**src/rtl/load_sample_buffer_pkg.sv**
```systemverilog
// Shared constants for the load-strobe path (strobe generator and sample buffer).
// Contents: sample/pointer/counter widths, buffer depth, done threshold,
// buffer mode encoding and the pointer increment helper.
package load_pkg;

  localparam int unsigned DATA_W     = 16;
  localparam int unsigned DEPTH      = 16;
  localparam int unsigned ADDR_W     = 4;
  localparam int unsigned DONE_COUNT = 320;
  localparam int unsigned CNT_W      = 10;

  typedef logic [DATA_W-1:0] sample_t;
  typedef logic [ADDR_W-1:0] addr_t;
  typedef logic [CNT_W-1:0]  cnt_t;

  // PRIME: read pointer still level with write pointer (first strobe only).
  // RUN:   read pointer one ahead of write pointer, buffer acts as delay line.
  typedef enum logic {
    MODE_PRIME = 1'b0,
    MODE_RUN   = 1'b1
  } mode_e;

  // DEPTH is a power of two, so natural overflow gives the ring wrap.
  function automatic addr_t next_addr(input addr_t a);
    return a + addr_t'(1);
  endfunction

endpackage

```
**src/rtl/load_sample_buffer_if.sv**
```systemverilog
// Bundle of the sample-buffer signals between the strobe/data source and the buffer.
//   en_load    : load strobe level (source -> buffer)
//   data_in    : sample to store on an accepted strobe (source -> buffer)
//   data_out   : delayed sample (buffer -> consumer)
//   data_valid : one-cycle pulse, data_out holds a real sample
//   addr_w     : write pointer
//   addr_r     : read pointer
//   load_cnt   : accepted strobes since reset
//   done       : sticky end-of-run flag
interface load_sample_buffer_if;

  logic                         en_load;
  logic [load_pkg::DATA_W-1:0]  data_in;
  logic [load_pkg::DATA_W-1:0]  data_out;
  logic                         data_valid;
  logic [load_pkg::ADDR_W-1:0]  addr_w;
  logic [load_pkg::ADDR_W-1:0]  addr_r;
  logic [load_pkg::CNT_W-1:0]   load_cnt;
  logic                         done;

  modport master (
    output en_load, data_in,
    input  data_out, data_valid, addr_w, addr_r, load_cnt, done
  );

  modport slave (
    input  en_load, data_in,
    output data_out, data_valid, addr_w, addr_r, load_cnt, done
  );

endinterface

```
**src/rtl/load_sample_buffer_mem.sv**
```systemverilog
// sample_mem: DEPTH x DATA_W storage, one synchronous write port and one
// asynchronous read port. A read and write to the same address in one cycle
// returns the old contents (read-before-write). No reset on the array.
//   clk   : clock
//   we    : write enable
//   waddr : write address
//   wdata : write data
//   raddr : read address
//   rdata : read data (combinational)
module sample_mem
  import load_pkg::*;
(
  input  logic    clk,
  input  logic    we,
  input  addr_t   waddr,
  input  sample_t wdata,
  input  addr_t   raddr,
  output sample_t rdata
);

  sample_t mem [DEPTH];

  always_ff @(posedge clk) begin
    if (we) begin
      mem[waddr] <= wdata;
    end
  end

  assign rdata = mem[raddr];

endmodule

```
**src/rtl/load_sample_buffer.sv**
```systemverilog
// load_sample_buffer: consumer end of the load-strobe interface.
// Captures data_in on each falling edge of en_load into a ring buffer and
// returns the sample written 15 strobes earlier, stopping after DONE_COUNT
// accepted strobes.
//   clk : clock, all state on posedge
//   rst : asynchronous active-low reset
//   bus : load_sample_buffer_if.slave (en_load, data_in in; data_out,
//         data_valid, addr_w, addr_r, load_cnt, done out)
module load_sample_buffer
  import load_pkg::*;
(
  input  logic                 clk,
  input  logic                 rst,
  load_sample_buffer_if.slave  bus
);

  logic    en_load_q;
  addr_t   addr_w;
  addr_t   addr_r;
  cnt_t    load_cnt;
  sample_t data_out;
  logic    data_valid;
  logic    done;

  logic    strobe;
  logic    accepted;
  mode_e   mode;
  sample_t rd_data;

  // en_load_q resets low, so a low en_load right after reset is not a fall.
  assign strobe   = en_load_q & ~bus.en_load;
  assign accepted = strobe & ~done;

  always_comb begin
    mode = MODE_RUN;
    if (addr_w == addr_r) begin
      mode = MODE_PRIME;
    end
  end

  sample_mem u_mem (
    .clk   (clk),
    .we    (accepted),
    .waddr (addr_w),
    .wdata (bus.data_in),
    .raddr (addr_r),
    .rdata (rd_data)
  );

  always_ff @(posedge clk or negedge rst) begin
    if (!rst) begin
      en_load_q  <= 1'b0;
      addr_w     <= '0;
      addr_r     <= '0;
      load_cnt   <= '0;
      data_out   <= '0;
      data_valid <= 1'b0;
      done       <= 1'b0;
    end else begin
      en_load_q  <= bus.en_load;
      data_valid <= 1'b0;
      if (accepted) begin
        if (mode == MODE_PRIME) begin
          addr_r <= next_addr(addr_r);
        end else begin
          addr_w   <= next_addr(addr_w);
          addr_r   <= next_addr(addr_r);
          data_out <= rd_data;
          // Slots are only trusted once every entry has been written since reset.
          data_valid <= (load_cnt >= cnt_t'(DEPTH));
        end
        if (load_cnt != cnt_t'(DONE_COUNT)) begin
          load_cnt <= load_cnt + cnt_t'(1);
        end
        if (load_cnt == cnt_t'(DONE_COUNT - 1)) begin
          done <= 1'b1;
        end
      end
    end
  end

  assign bus.data_out   = data_out;
  assign bus.data_valid = data_valid;
  assign bus.addr_w     = addr_w;
  assign bus.addr_r     = addr_r;
  assign bus.load_cnt   = load_cnt;
  assign bus.done       = done;

endmodule

```
**src/flat_wrapper.sv**
```systemverilog
// flat-port wrapper written by rule: the top's interface ports become plain ports
module load_sample_buffer_flat import load_pkg::*;
  (clk, rst, bus_en_load, bus_data_in, bus_data_out, bus_data_valid, bus_addr_w, bus_addr_r, bus_load_cnt, bus_done);
  load_sample_buffer_if bus_i ();
  input  logic clk;
  input  logic rst;
  input wire logic [$bits(bus_i.en_load)-1:0] bus_en_load;
  input wire logic [$bits(bus_i.data_in)-1:0] bus_data_in;
  output wire logic [$bits(bus_i.data_out)-1:0] bus_data_out;
  output wire logic [$bits(bus_i.data_valid)-1:0] bus_data_valid;
  output wire logic [$bits(bus_i.addr_w)-1:0] bus_addr_w;
  output wire logic [$bits(bus_i.addr_r)-1:0] bus_addr_r;
  output wire logic [$bits(bus_i.load_cnt)-1:0] bus_load_cnt;
  output wire logic [$bits(bus_i.done)-1:0] bus_done;
  assign bus_i.en_load = bus_en_load;
  assign bus_i.data_in = bus_data_in;
  assign bus_data_out = bus_i.data_out;
  assign bus_data_valid = bus_i.data_valid;
  assign bus_addr_w = bus_i.addr_w;
  assign bus_addr_r = bus_i.addr_r;
  assign bus_load_cnt = bus_i.load_cnt;
  assign bus_done = bus_i.done;
  load_sample_buffer u_core (.clk(clk), .rst(rst), .bus(bus_i));
endmodule
```
**config.mk**
```make
export PLATFORM = sky130hd
export DESIGN_NAME = load_sample_buffer_flat
export DESIGN_NICKNAME = d
export VERILOG_FILES = /design/src/rtl/load_sample_buffer_pkg.sv /design/src/rtl/load_sample_buffer_if.sv /design/src/rtl/load_sample_buffer_mem.sv /design/src/rtl/load_sample_buffer.sv /design/src/flat_wrapper.sv
export SDC_FILE = /design/constraint.sdc
export NUM_CORES = 1
export LEC_CHECK = 0
export ABC_AREA = 1
export CAP_MARGIN = 0
export CORE_ASPECT_RATIO = 0.9
export CORE_MARGIN = 2
export CORE_UTILIZATION = 50
export DETAILED_ROUTE_END_ITERATION = 10
export PLACE_DENSITY = 0.7
export SETUP_SLACK_MARGIN = 0.05
export SLEW_MARGIN = 10
export SYNTH_ARGS = -nofsm -noshare
export SYNTH_HDL_FRONTEND = slang
export SYNTH_SLANG_ARGS = --single-unit
```
**constraint.sdc**
```tcl
create_clock -name clk -period 2.6 [get_ports clk]
set_input_delay 0.39 -clock clk [delete_from_list [all_inputs] [get_ports clk]]
set_output_delay 0.39 -clock clk [all_outputs]
set_load 0.01 [all_outputs]
```
==> flow_summary.yaml <==
power_and_ir_drop:
  powerDensity_nw_per_um2: 636
  vdd_drop_max_uv: 624
  p_leak_nw: 6.40
  p_total_mw: 9.47
setup_path:
  crit_path_max_incr_delay_ps: 760
  required_ps: 2210
  ff2ff_path_depth: 9
  crit_chain: "clkdlybuf4s50_1"
  critPathMaxFanout: 36
  end_kind: "output pin"
  cp_top_family: "flip-flops"
  cp_slowest_cell: "dfrtp_4"
  cp_num_buf_inv: 1
  arrival_ps: 1970
  crit_path_start_kind: "register"
  critical_path_class: "reg -> out"
  cp.depth: 1
cts:
  cts_tree: "yes"
  cts_inserted_buffers: 30
  insertion_delay_ps: 550
  cts_resized: 0
  cts_max_path_buffers: 3
  cts_num_sinks: 293
  cts_root_buffer: "clkbuf_16"
  cts-htree-levels: 1
  cts.clk_slew.worst_paths_ps: 60
global_routing:
  grt_overflow_total: 0
  grt_max_degree: 79
  grt_usage: 0.236
  antenna_found_initial: 2
  grt_first_pass_wirelength_um: 48500
  grt_pass1_vias: 8445
routing:
  antenna_left: 0
  drtIter0Drc: 896
  vias: 8807
  drt_first_pass_iters: 7
  wirelength_um: 31400
  viasPerCell: 5.19
  wl_per_cell_um: 18.5
  drc_errors: 0
yosys:
  async_reset_ff_frac: 0.126
  yosysTopAreaCellShare: 0.599
  synth-seq-cells: 293
  synthFlopType: "edfxtp_1"
  synth.avg_cell_area_um2: 10.2
  synth_seq_area_share: 0.672
  synth_edf_count: 256
  yosysTopAreaCell: "edfxtp_1"
  syn_inst: 1257
  synthesis.nets: 1283
  synth_cell_types: 25
  synthesis.area_um2: 12800
  yosys_warnings: 0
  yosys-top-cells-area: "edfxtp_1 60%, nand2_1 12%, nand3_1 7.7%"
cells_and_area:
  antennaDiodeCount: 0
  drive_gt1_frac: 0.0848
  fin_nets: 1358
  final_cells: 1698
  fin_util: 0.591
  area_delta_synth_final_pct: 16.0
  final_area_um2: 14900
outcome:
  status: "complete, no violations"
timing:
  fin_ws_ps: 236
  finalMaxSlewViolations: 0
  finalHoldViolCount: 0
  finalClockSkew_ps: 10.3
  tightest_slew_ps: 841
  setup_viol: 0
  rsz0062_at_grt: "false"
  hold_ws_ps: 292
  fin_crit_sh: 0.909
  max_freq_mhz: 423
  tns_ps: 0
  post-route-min-period_ps: 2360
  slew_headroom: 0.440
die:
  ios: 55
  fp.dieH_um: 156
  std_cell_rows: 55
  initial_core_util: 0.509
  core_um2: 25200
  fp.dieW_um: 173
  dieArea_um2: 26900
place:
  place_ws_ps: 403
  gp_congestion: 0.906
  place_area_um2: 13900
  dp.cells: 1641
  port_buffers: 54
  dp.final_hpwl_um: 19900
worst_hold_path:
  whs_path_depth: 1
  holdCritPathClass: "in -> reg"
flow_run:
  drv_cap: 0
==> placed cells by master (no fill, tap or decap), drive strengths merged <==
master,synthesis,final
a21oi,1,1
buf,55,47
bufinv,0,3
clkbuf,3,33
clkdlybuf4s50,0,53
clkinv,2,19
clkinvlp,0,3
dfrtp,37,37
dlygate4sd3,0,1
edfxtp,256,256
ha,7,7
inv,213,213
nand2,425,425
nand3,198,198
nand3b,1,1
nand4,3,3
nor2,25,25
nor3,4,4
o21ai,11,11
o41ai,1,1
xnor2,2,2
xor2,13,13
==> power breakdown <==
part | internal [mW] | leakage, nW | total (mW) | switching, mW
clock network | 2.45 | 0.473 | 4.21 | 1.76
registers | 5.11 | 2.75 | 5.11 | 0.000364
logic | 0.0381 | 3.17 | 0.142 | 0.104
total | 7.60 | 6.40 | 9.47 | 1.86
==> per-layer routing <==
| metal | vias up | wire length [µm] | track usage |
|---|---|---|---|
| met2 | 334 | 14400 | 0.377 |
| met4 | 0 | 998 | 0.0722 |
| met3 | 66 | 2540 | 0.0519 |
| met1 | 4223 | 13500 | 0.326 |
| met5 | - | 0 | 0 |
| li1 | 4184 | - | - |
==> cell type report <==
cell class / count / area (µm²)
Timing Repair Buffer: 101 / 991
Sequential cell: 293 / 8620
Multi-Input combinational cell: 691 / 3060
Tap cell: 342 / 428
Clock inverter: 23 / 186
Fill cell: 2075 / 10300
Inverter: 215 / 810
Clock buffer: 33 / 783
==> cell families after synthesis <==
family	Yosys count	share of synthesized area
fa+ha+maj	7	0.00683
xor+xnor	15	0.0102
buf+inv	273	0.0929
compound gates	13	0.00537
simple gates	656	0.213
flops	293	0.672
==> flip-flops by register name (all words and copies together) (netlist names) <==
signal and flops:
u_core.bus.addr_r 4, u_core.bus.addr_w 4, u_core.bus.data_out 16, u_core.bus.data_valid 1, u_core.bus.done 1, u_core.bus.load_cnt 10, u_core.en_load_q 1, u_core.u_mem.mem 256
==> path summary, 6_finish.rpt <==
path / startpoint / to / slack (ps)
min in group asynchronous: rst / u_core.bus.data_out[8] / 480
worst min register to register: u_core.bus.data_out[6] / u_core.bus.data_out[6] / 480
worst min-delay path: bus_en_load / u_core.en_load_q / 290
max in group asynchronous: rst / u_core.bus.addr_r[0] / 1500
worst max register to register: u_core.bus.addr_r[0] / u_core.bus.data_out[3] / 440
worst max-delay path: u_core.bus.addr_r[0] / bus_addr_r[0] / 240
==> cell usage after synthesis, drive strengths merged, types with 3 or more instances <==
library cell,n
nand2,425
dfrtp,37
o21ai,11
nand4,3
buf,55
nor3,4
edfxtp,256
ha,7
xor2,13
clkbuf,3
nand3,198
nor2,25
inv,213
==> timing repair <==
item / in CTS / in global routing
setup endpoints to repair: 0 / 0
hold endpoints to repair: 37 / 0
hold buffers: 1 / 0
setup buffers: 0 / 0
Note: power is estimated with default switching activity, not from simulation.
